[src/rtl/ram_port_arbiter_if.sv]
// Bus bundle between the fetch/LSU requesters, the port arbiter and the ram1 wrapper.
// The arbiter takes the slave view; the requester/RAM side takes the master view.
interface ram_port_arbiter_if;
    // Port A: instruction fetch, read-only
    logic        a_req;
    logic [7:0]  a_addr;
    logic        a_gnt;
    logic        a_rvalid;
    logic [15:0] a_rdata;
    // Port B: data load/store
    logic        b_req;
    logic        b_we;
    logic [7:0]  b_addr;
    logic [15:0] b_wdata;
    logic        b_gnt;
    logic        b_rvalid;
    logic [15:0] b_rdata;
    // ram1 side
    logic        ram_w_en;
    logic [7:0]  ram_addr;
    logic [15:0] ram_d_in;
    logic [15:0] ram_d_out;

    modport slave (
        input  a_req, a_addr, b_req, b_we, b_addr, b_wdata, ram_d_out,
        output a_gnt, a_rvalid, a_rdata, b_gnt, b_rvalid, b_rdata,
        output ram_w_en, ram_addr, ram_d_in
    );

    modport master (
        output a_req, a_addr, b_req, b_we, b_addr, b_wdata, ram_d_out,
        input  a_gnt, a_rvalid, a_rdata, b_gnt, b_rvalid, b_rdata,
        input  ram_w_en, ram_addr, ram_d_in
    );
endinterface

[src/rtl/ram_port_arbiter.sv]
// Shares the single-port 256x16 ram1 between fetch (A, read-only) and LSU (B, read/write).
// One access per cycle; a {valid, owner} tag pipeline steers read data back after RD_LAT.
module ram_port_arbiter #(
    parameter int RD_LAT     = 1,
    parameter int FIXED_PRIO = 0
) (
    input logic              clk,
    input logic              rst,
    ram_port_arbiter_if.slave bus
);
    localparam int DEPTH = 1 + RD_LAT;

    typedef enum logic {OWN_A = 1'b0, OWN_B = 1'b1} owner_e;

    owner_e             last;
    logic               gnt_a, gnt_b;
    logic               w_en_q;
    logic [7:0]         addr_q;
    logic [15:0]        d_in_q;
    logic [DEPTH-1:0]   vld_pipe;
    logic [DEPTH-1:0]   own_pipe;
    logic               a_rvalid_q, b_rvalid_q;
    logic [15:0]        a_rdata_q, b_rdata_q;

    // Grants are suppressed while reset is asserted so nothing is accepted and dropped.
    always_comb begin
        gnt_a = 1'b0;
        gnt_b = 1'b0;
        if (!rst) begin
            if (bus.a_req && bus.b_req) begin
                if (FIXED_PRIO != 0 || last == OWN_A) gnt_b = 1'b1;
                else                                  gnt_a = 1'b1;
            end else begin
                gnt_a = bus.a_req;
                gnt_b = bus.b_req;
            end
        end
    end

    always_ff @(posedge clk or posedge rst) begin
        if (rst) begin
            w_en_q <= 1'b0;
            addr_q <= '0;
            d_in_q <= '0;
            last   <= OWN_B;
        end else begin
            w_en_q <= gnt_b & bus.b_we;
            if (gnt_a) begin
                addr_q <= bus.a_addr;
                d_in_q <= '0;
                last   <= OWN_A;
            end else if (gnt_b) begin
                addr_q <= bus.b_addr;
                d_in_q <= bus.b_wdata;
                last   <= OWN_B;
            end
        end
    end

    // Tag enters alongside the issue register and exits the cycle ram_d_out is valid.
    always_ff @(posedge clk or posedge rst) begin
        if (rst) begin
            vld_pipe <= '0;
            own_pipe <= '0;
        end else begin
            vld_pipe <= {vld_pipe[DEPTH-2:0], gnt_a | (gnt_b & ~bus.b_we)};
            own_pipe <= {own_pipe[DEPTH-2:0], gnt_b};
        end
    end

    always_ff @(posedge clk or posedge rst) begin
        if (rst) begin
            a_rvalid_q <= 1'b0;
            b_rvalid_q <= 1'b0;
            a_rdata_q  <= '0;
            b_rdata_q  <= '0;
        end else begin
            a_rvalid_q <= vld_pipe[DEPTH-1] & ~own_pipe[DEPTH-1];
            b_rvalid_q <= vld_pipe[DEPTH-1] &  own_pipe[DEPTH-1];
            if (vld_pipe[DEPTH-1] && !own_pipe[DEPTH-1]) a_rdata_q <= bus.ram_d_out;
            if (vld_pipe[DEPTH-1] &&  own_pipe[DEPTH-1]) b_rdata_q <= bus.ram_d_out;
        end
    end

    assign bus.a_gnt    = gnt_a;
    assign bus.b_gnt    = gnt_b;
    assign bus.ram_w_en = w_en_q;
    assign bus.ram_addr = addr_q;
    assign bus.ram_d_in = d_in_q;
    assign bus.a_rvalid = a_rvalid_q;
    assign bus.a_rdata  = a_rdata_q;
    assign bus.b_rvalid = b_rvalid_q;
    assign bus.b_rdata  = b_rdata_q;
endmodule

[src/flat_wrapper.sv]
// flat-port wrapper written by rule: the top's interface ports become plain ports
module ram_port_arbiter_flat 
#(
    parameter int RD_LAT     = 1,
    parameter int FIXED_PRIO = 0
)
  (clk, rst, bus_a_req, bus_a_addr, bus_b_req, bus_b_we, bus_b_addr, bus_b_wdata, bus_ram_d_out, bus_a_gnt, bus_a_rvalid, bus_a_rdata, bus_b_gnt, bus_b_rvalid, bus_b_rdata, bus_ram_w_en, bus_ram_addr, bus_ram_d_in);
  ram_port_arbiter_if bus_i ();
  input logic clk;
  input logic rst;
  input wire logic [$bits(bus_i.a_req)-1:0] bus_a_req;
  input wire logic [$bits(bus_i.a_addr)-1:0] bus_a_addr;
  input wire logic [$bits(bus_i.b_req)-1:0] bus_b_req;
  input wire logic [$bits(bus_i.b_we)-1:0] bus_b_we;
  input wire logic [$bits(bus_i.b_addr)-1:0] bus_b_addr;
  input wire logic [$bits(bus_i.b_wdata)-1:0] bus_b_wdata;
  input wire logic [$bits(bus_i.ram_d_out)-1:0] bus_ram_d_out;
  output wire logic [$bits(bus_i.a_gnt)-1:0] bus_a_gnt;
  output wire logic [$bits(bus_i.a_rvalid)-1:0] bus_a_rvalid;
  output wire logic [$bits(bus_i.a_rdata)-1:0] bus_a_rdata;
  output wire logic [$bits(bus_i.b_gnt)-1:0] bus_b_gnt;
  output wire logic [$bits(bus_i.b_rvalid)-1:0] bus_b_rvalid;
  output wire logic [$bits(bus_i.b_rdata)-1:0] bus_b_rdata;
  output wire logic [$bits(bus_i.ram_w_en)-1:0] bus_ram_w_en;
  output wire logic [$bits(bus_i.ram_addr)-1:0] bus_ram_addr;
  output wire logic [$bits(bus_i.ram_d_in)-1:0] bus_ram_d_in;
  assign bus_i.a_req = bus_a_req;
  assign bus_i.a_addr = bus_a_addr;
  assign bus_i.b_req = bus_b_req;
  assign bus_i.b_we = bus_b_we;
  assign bus_i.b_addr = bus_b_addr;
  assign bus_i.b_wdata = bus_b_wdata;
  assign bus_i.ram_d_out = bus_ram_d_out;
  assign bus_a_gnt = bus_i.a_gnt;
  assign bus_a_rvalid = bus_i.a_rvalid;
  assign bus_a_rdata = bus_i.a_rdata;
  assign bus_b_gnt = bus_i.b_gnt;
  assign bus_b_rvalid = bus_i.b_rvalid;
  assign bus_b_rdata = bus_i.b_rdata;
  assign bus_ram_w_en = bus_i.ram_w_en;
  assign bus_ram_addr = bus_i.ram_addr;
  assign bus_ram_d_in = bus_i.ram_d_in;
  ram_port_arbiter #(.RD_LAT(RD_LAT), .FIXED_PRIO(FIXED_PRIO)) u_core (.clk(clk), .rst(rst), .bus(bus_i));
endmodule
[config.mk]
export PLATFORM = sky130hd
export DESIGN_NAME = ram_port_arbiter_flat
export DESIGN_NICKNAME = d
export VERILOG_FILES = /design/src/rtl/ram_port_arbiter_if.sv /design/src/rtl/ram_port_arbiter.sv /design/src/flat_wrapper.sv
export SDC_FILE = /design/constraint.sdc
export NUM_CORES = 1
export LEC_CHECK = 0
export BUFFER_PORTS_ARGS = -buffer_cell sky130_fd_sc_hd__clkbuf_2
export CAP_MARGIN = 20
export CORE_MARGIN = 2
export CORE_UTILIZATION = 50
export CTS_CLUSTER_DIAMETER = 200
export DETAILED_ROUTE_END_ITERATION = 10
export PLACE_DENSITY = 0.85
export RECOVER_POWER = 100
export SKIP_LAST_GASP = 1
export SYNTH_ARGS = -nofsm -noshare
export SYNTH_HDL_FRONTEND = slang
export SYNTH_SLANG_ARGS = --single-unit
export TNS_END_PERCENT = 30
[constraint.sdc]
create_clock -name clk -period 3.4 [get_ports clk]
set_input_delay 0.34 -clock clk [delete_from_list [all_inputs] [get_ports clk]]
set_output_delay 0.34 -clock clk [all_outputs]
set_load 0.02 [all_outputs]
; ---- After elaboration in Yosys (flattened, before gate mapping)
; Index checks and enable logic that the tools add are counted.
[op_classes]
mux = 12
n_bitwise = 7
n_reduce_logical = 5
[op_table]
columns = op, n
row1 = 2-to-1 mux 16 bit, 2
row2 = 2-to-1 mux 8 bit, 2
row3 = 2-to-1 mux 1 bit, 8
row4 = AND 1 bit, 4
row5 = logical AND 1 bit, 3
row6 = inverter 1 bit, 2
row7 = nonzero test 2 bit, 1
row8 = zero test 1 bit, 1
row9 = bitwise OR 1 bit, 1
[word_totals]
input_bits = 53
ff_bits = 64

; ---- Logic depth before layout (Yosys ltp)
[logic_depth]
depth_word = 5
mapped_depth = 5
mapped_depth_nobuf = 3

; ---- Least setup slack after synthesis
; OpenSTA, ideal clock, no wires.
[synth_path]
path_kind = input to register
from = input port rst
to = register u_core.d_in_q[10], in the netlist u_core.bus.ram_d_in[10]
cell_stages = 4
setup_ns = 0.121
slack_ns = 1.525
arrival_time_ns = 1.754
path_cell_list = inv_2 o21ai_4 buf_6 a22o_1
[synth_via]
elab_chain_cells = 2
[synth_lines]
columns = item, line_no
row1 = start: declaration, flat_wrapper.sv:10  ; input logic rst;
row2 = 2-to-1 mux 1 bit, ram_port_arbiter.sv:29  ; if (!rst) begin
row3 = 2-to-1 mux 16 bit or nonzero test 2 bit (tied branches), --
row4 = end signal: assignment, ram_port_arbiter.sv:54  ; d_in_q <= bus.b_wdata;
row5 = end: declaration, ram_port_arbiter.sv:19  ; logic [15:0] d_in_q;
; Parallel ways exist; a longest one is shown, timed or not.
; A chain may end at the register's enable or synchronous reset.

; ---- Worst setup path in the final report
[layout_path]
from = input port rst
to = output port bus_b_gnt
[layout_via]
elab_chain_cells = 1
[layout_lines]
columns = item, line_no
row1 = 2-to-1 mux 1 bit, ram_port_arbiter.sv:29
row2 = end: declaration, flat_wrapper.sv:21  ; output wire logic [$bits(bus_i.b_gnt)-1:0] bus_b_gnt;
; No other way between the ends.

==> reports/qor.csv <==
metric,value,unit
result of the run,finished clean,
total number of vias,1796,
asr flop ratio synth,100,%
required time worst endpoint,3.06,ns
aggregate global-route resource usage,18.4,%
final worst path period share,73.7,%
Post-DRT Antenna Nets,0,
top cells by instance count after synthesis,"sky130_fd_sc_hd__dfrtp_1, sky130_fd_sc_hd__mux2_2, sky130_fd_sc_hd__a22o_1",
drt drc,0,
overall die height,74.9,um
Yosys warnings,0,
clock insertion delay at the later pin of the skew report,0.32,ns
cell-internal power,1.48,mW
clock group share of total power,29.8,%
number of antenna repair diodes,0,
largest net degree at the start of global routing,62,
number of buffer and inverter instances along the worst setup path,4,
Worst Reg2Reg Path Length in Cells,2,
Clock Sinks,64,
layout-stage area growth over the synthesis result,27.5,%
worst endpoint data arrival time,2.17,ns
area occupied by multi-input gates,792,um2
number of synthesized flops with an enable pin,0,
highest cell delay on the worst timing path,0.64,ns
share of synthesized area occupied by flip-flops and latches,63.8,%
endpoint kind of the worst setup timing path,output pin,
cell type of the slowest stage on the worst timing path,sky130_fd_sc_hd__clkbuf_1,
length of routed wiring on met1,2160,um
first-pass GRT wire length,7690,um
R2R Path Start,u_core.own_pipe[1],
"Setup Fix Bufs, Post-CTS",0,
standard-cell row count,25,
total of cells resized after clock tree synthesis,0,
die area,5610,um2
post-layout min period,2.51,ns
final hold violation count,0,
number of search-and-repair iterations in the first detailed-routing pass,4,
most used flip-flop cell after synthesis,sky130_fd_sc_hd__dfrtp_1,
Clock Root Buffer,sky130_fd_sc_hd__clkbuf_8,
average wire length per cell after detail routing,13.8,um
critical hold path startpoint,bus_b_wdata[5],
measured slew at the worst slew-check pin,1.45,ns
Mapped Nets,222,
NetSw,680,uW
FF+latch area,1600,um2
Leakage,1.47,nW
Vias per Instance,5.02,
clock tree from TritonCTS,built,
average cell area after synthesis,14.9,um2
count of nets after finishing,339,
worst-case vdd ir drop,0.000377,V
clock slew at the register clock pins of the worst setup and hold paths,0.07,ns
switching part of the total,31.5,%
# IOs,114,
sequence of cells on the critical path,"dlygate4sd3_1, clkbuf_1, a211oi_4, clkbuf_1, clkbuf_1",
routability-driven placement congestion ratio,0.798,
number of DRC markers in iteration 0,49,
Worst slew margin,2.86,%
Reg-to-Reg End,u_core.bus.a_rdata[6],
setup repair after global routing missed its margin,false,
count of unique library cells instantiated by Yosys,24,
FMAX,399,MHz
core area,4790,um2
met3 WL,376,um
worst-case clock buffer depth,2,
grt ovf,0,
total power of the final layout,2.16,mW
part of the power in combinational logic,24.3,%
family with the most delay on the worst path,buffers and inverters,
library cell appearing most often on the critical path,sky130_fd_sc_hd__clkbuf_1,
proportion of netlist area held by the largest area contributor,62.8,%
top metal layer carrying routed signals,met4,
element type at the critical path start,primary input,
vias in the first global route,1717,
number of max-slew violations in the final report,0,
Hold Path Class,in -> reg,
library cell with the highest instance count after synthesis,sky130_fd_sc_hd__dfrtp_1,
number of fill cells in the layout,406,
initial core utilization,52.5,%
number of cells on the worst hold path,2,
Final setup viols,0,
"FF+latch count, synth",64,
H-tree levels,3,
total negative slack,0,ns
Worst Skew,0.00762,ns
half-perimeter wire length of the detailed placement result,3520,um
antenna violations before repair,0,
cells after synthesis,169,
wire length reported by the detailed router,4940,um
top fanout value on the critical path,21,
proportion of layout cells with a drive suffix above 1,34.7,%
amount of wire on met2 after detailed routing,2340,um
biggest area contributors in the synthesized netlist,"sky130_fd_sc_hd__dfrtp_1, sky130_fd_sc_hd__mux2_2, sky130_fd_sc_hd__a22o_1, sky130_fd_sc_hd__buf_6, sky130_fd_sc_hd__o2111ai_1",
Die Span X,74.9,um
post-synthesis cell area,2510,um2
Sequential Power Share,45.9,%
number of buffers added to fix hold violations after cts,1,
end point of the most critical hold path,u_core.bus.ram_d_in[5],
PortBufs,113,
slack of the worst reg-to-reg path,1.37,ns
TritonCTS buffer count,9,
Critical Setup Path Class,in -> out,
cell taking the most area after synthesis,sky130_fd_sc_hd__dfrtp_1,
power density cells,674,nW/um2
Max Cap Violations,0,
worst max path at each step:
stage,end,slack (ns),start,cells past startpoint
2_1_floorplan,u_core.bus.ram_d_in[10],1.53,rst,4
3_3_place_gp,bus_b_gnt,1.80,bus_a_req,4
3_5_place_dp,u_core.bus.a_rdata[6],1.77,u_core.own_pipe[1],2
4_1_cts,bus_b_gnt,1.38,rst,5
5_1_grt,u_core.vld_pipe[1],0.70,rst,4
6_report,bus_b_gnt,0.89,rst,5
cells in the final DEF (no fill, tap or decap), types with 2 or more instances in the layout:
| cell type | count |
|---|---|
| sky130_fd_sc_hd__o21ai_0 | 4 |
| sky130_fd_sc_hd__mux2_1 | 3 |
| sky130_fd_sc_hd__clkbuf_1 | 64 |
| sky130_fd_sc_hd__a22o_1 | 16 |
| sky130_fd_sc_hd__a21o_1 | 2 |
| sky130_fd_sc_hd__inv_1 | 3 |
| sky130_fd_sc_hd__nor2_1 | 9 |
| sky130_fd_sc_hd__dfrtp_1 | 63 |
| sky130_fd_sc_hd__clkbuf_8 | 11 |
| sky130_fd_sc_hd__o21ai_1 | 4 |
| sky130_fd_sc_hd__a31oi_1 | 8 |
| sky130_fd_sc_hd__clkinv_2 | 2 |
| sky130_fd_sc_hd__o2111ai_1 | 8 |
| sky130_fd_sc_hd__clkbuf_2 | 53 |
| sky130_fd_sc_hd__mux2_2 | 29 |
power by group through the flow:
stage	logic [mW]	clock network, mW	registers (mW)
after floorplan	0.192	0	1.17
after global placement	0.555	0	0.999
after detailed placement	0.570	0	1.00
after CTS	0.571	0.655	0.993
after global routing	0.570	0.684	1.01
final	0.524	0.643	0.990
cell type report:
class,count,share of cell area [%]
Inverter,4,0.469
Tap cell,67,2.62
Multi-Input combinational cell,91,24.7
Sequential cell,64,50.1
Timing Repair Buffer,116,15.9
Clock inverter,3,1.25
Clock buffer,13,4.96
metal layers:
layer | GRT usage, % | up-vias
met1 | 22.7 | 846
met3 | 5.09 | 7
met2 | 30.0 | 80
met4 | 9.13 | 0
li1 | - | 863
met5 | 0 | -
stage by stage:
stage          instances  instance area, um2  hold WS (ns)  util, %  setup slack [ns]
2_1_floorplan        169                2510         0.331        -              1.53
4_1_cts              358                3290         0.215     68.8              1.38
3_3_place_gp         341                3080         0.308     64.4              1.80
6_report             358                3200         0.228     66.9             0.893
3_5_place_dp         341                3080         0.314     64.4              1.77
5_1_grt              358                3200         0.217     66.9             0.700
flip-flops by register name (all words and copies together) (netlist names):
| signal | flops |
|---|---|
| u_core.bus.ram_d_in | 16 |
| u_core.bus.a_rvalid | 1 |
| u_core.own_pipe | 2 |
| u_core.bus.ram_addr | 8 |
| u_core.last | 1 |
| u_core.bus.b_rdata | 16 |
| u_core.bus.ram_w_en | 1 |
| u_core.bus.a_rdata | 16 |
| u_core.vld_pipe | 2 |
| u_core.bus.b_rvalid | 1 |
kinds of logic after synthesis:
logic type             count (synthesis)  share of synthesized area (%)
buffers and inverters                 14                           4.44
DFF                                   64                           63.8
muxes                                 32                           14.3
AOI/OAI and AO/OA                     45                           14.4
and+or+nand+nor                       14                           2.99
No activity file was read; power rests on OpenSTA's default activity.
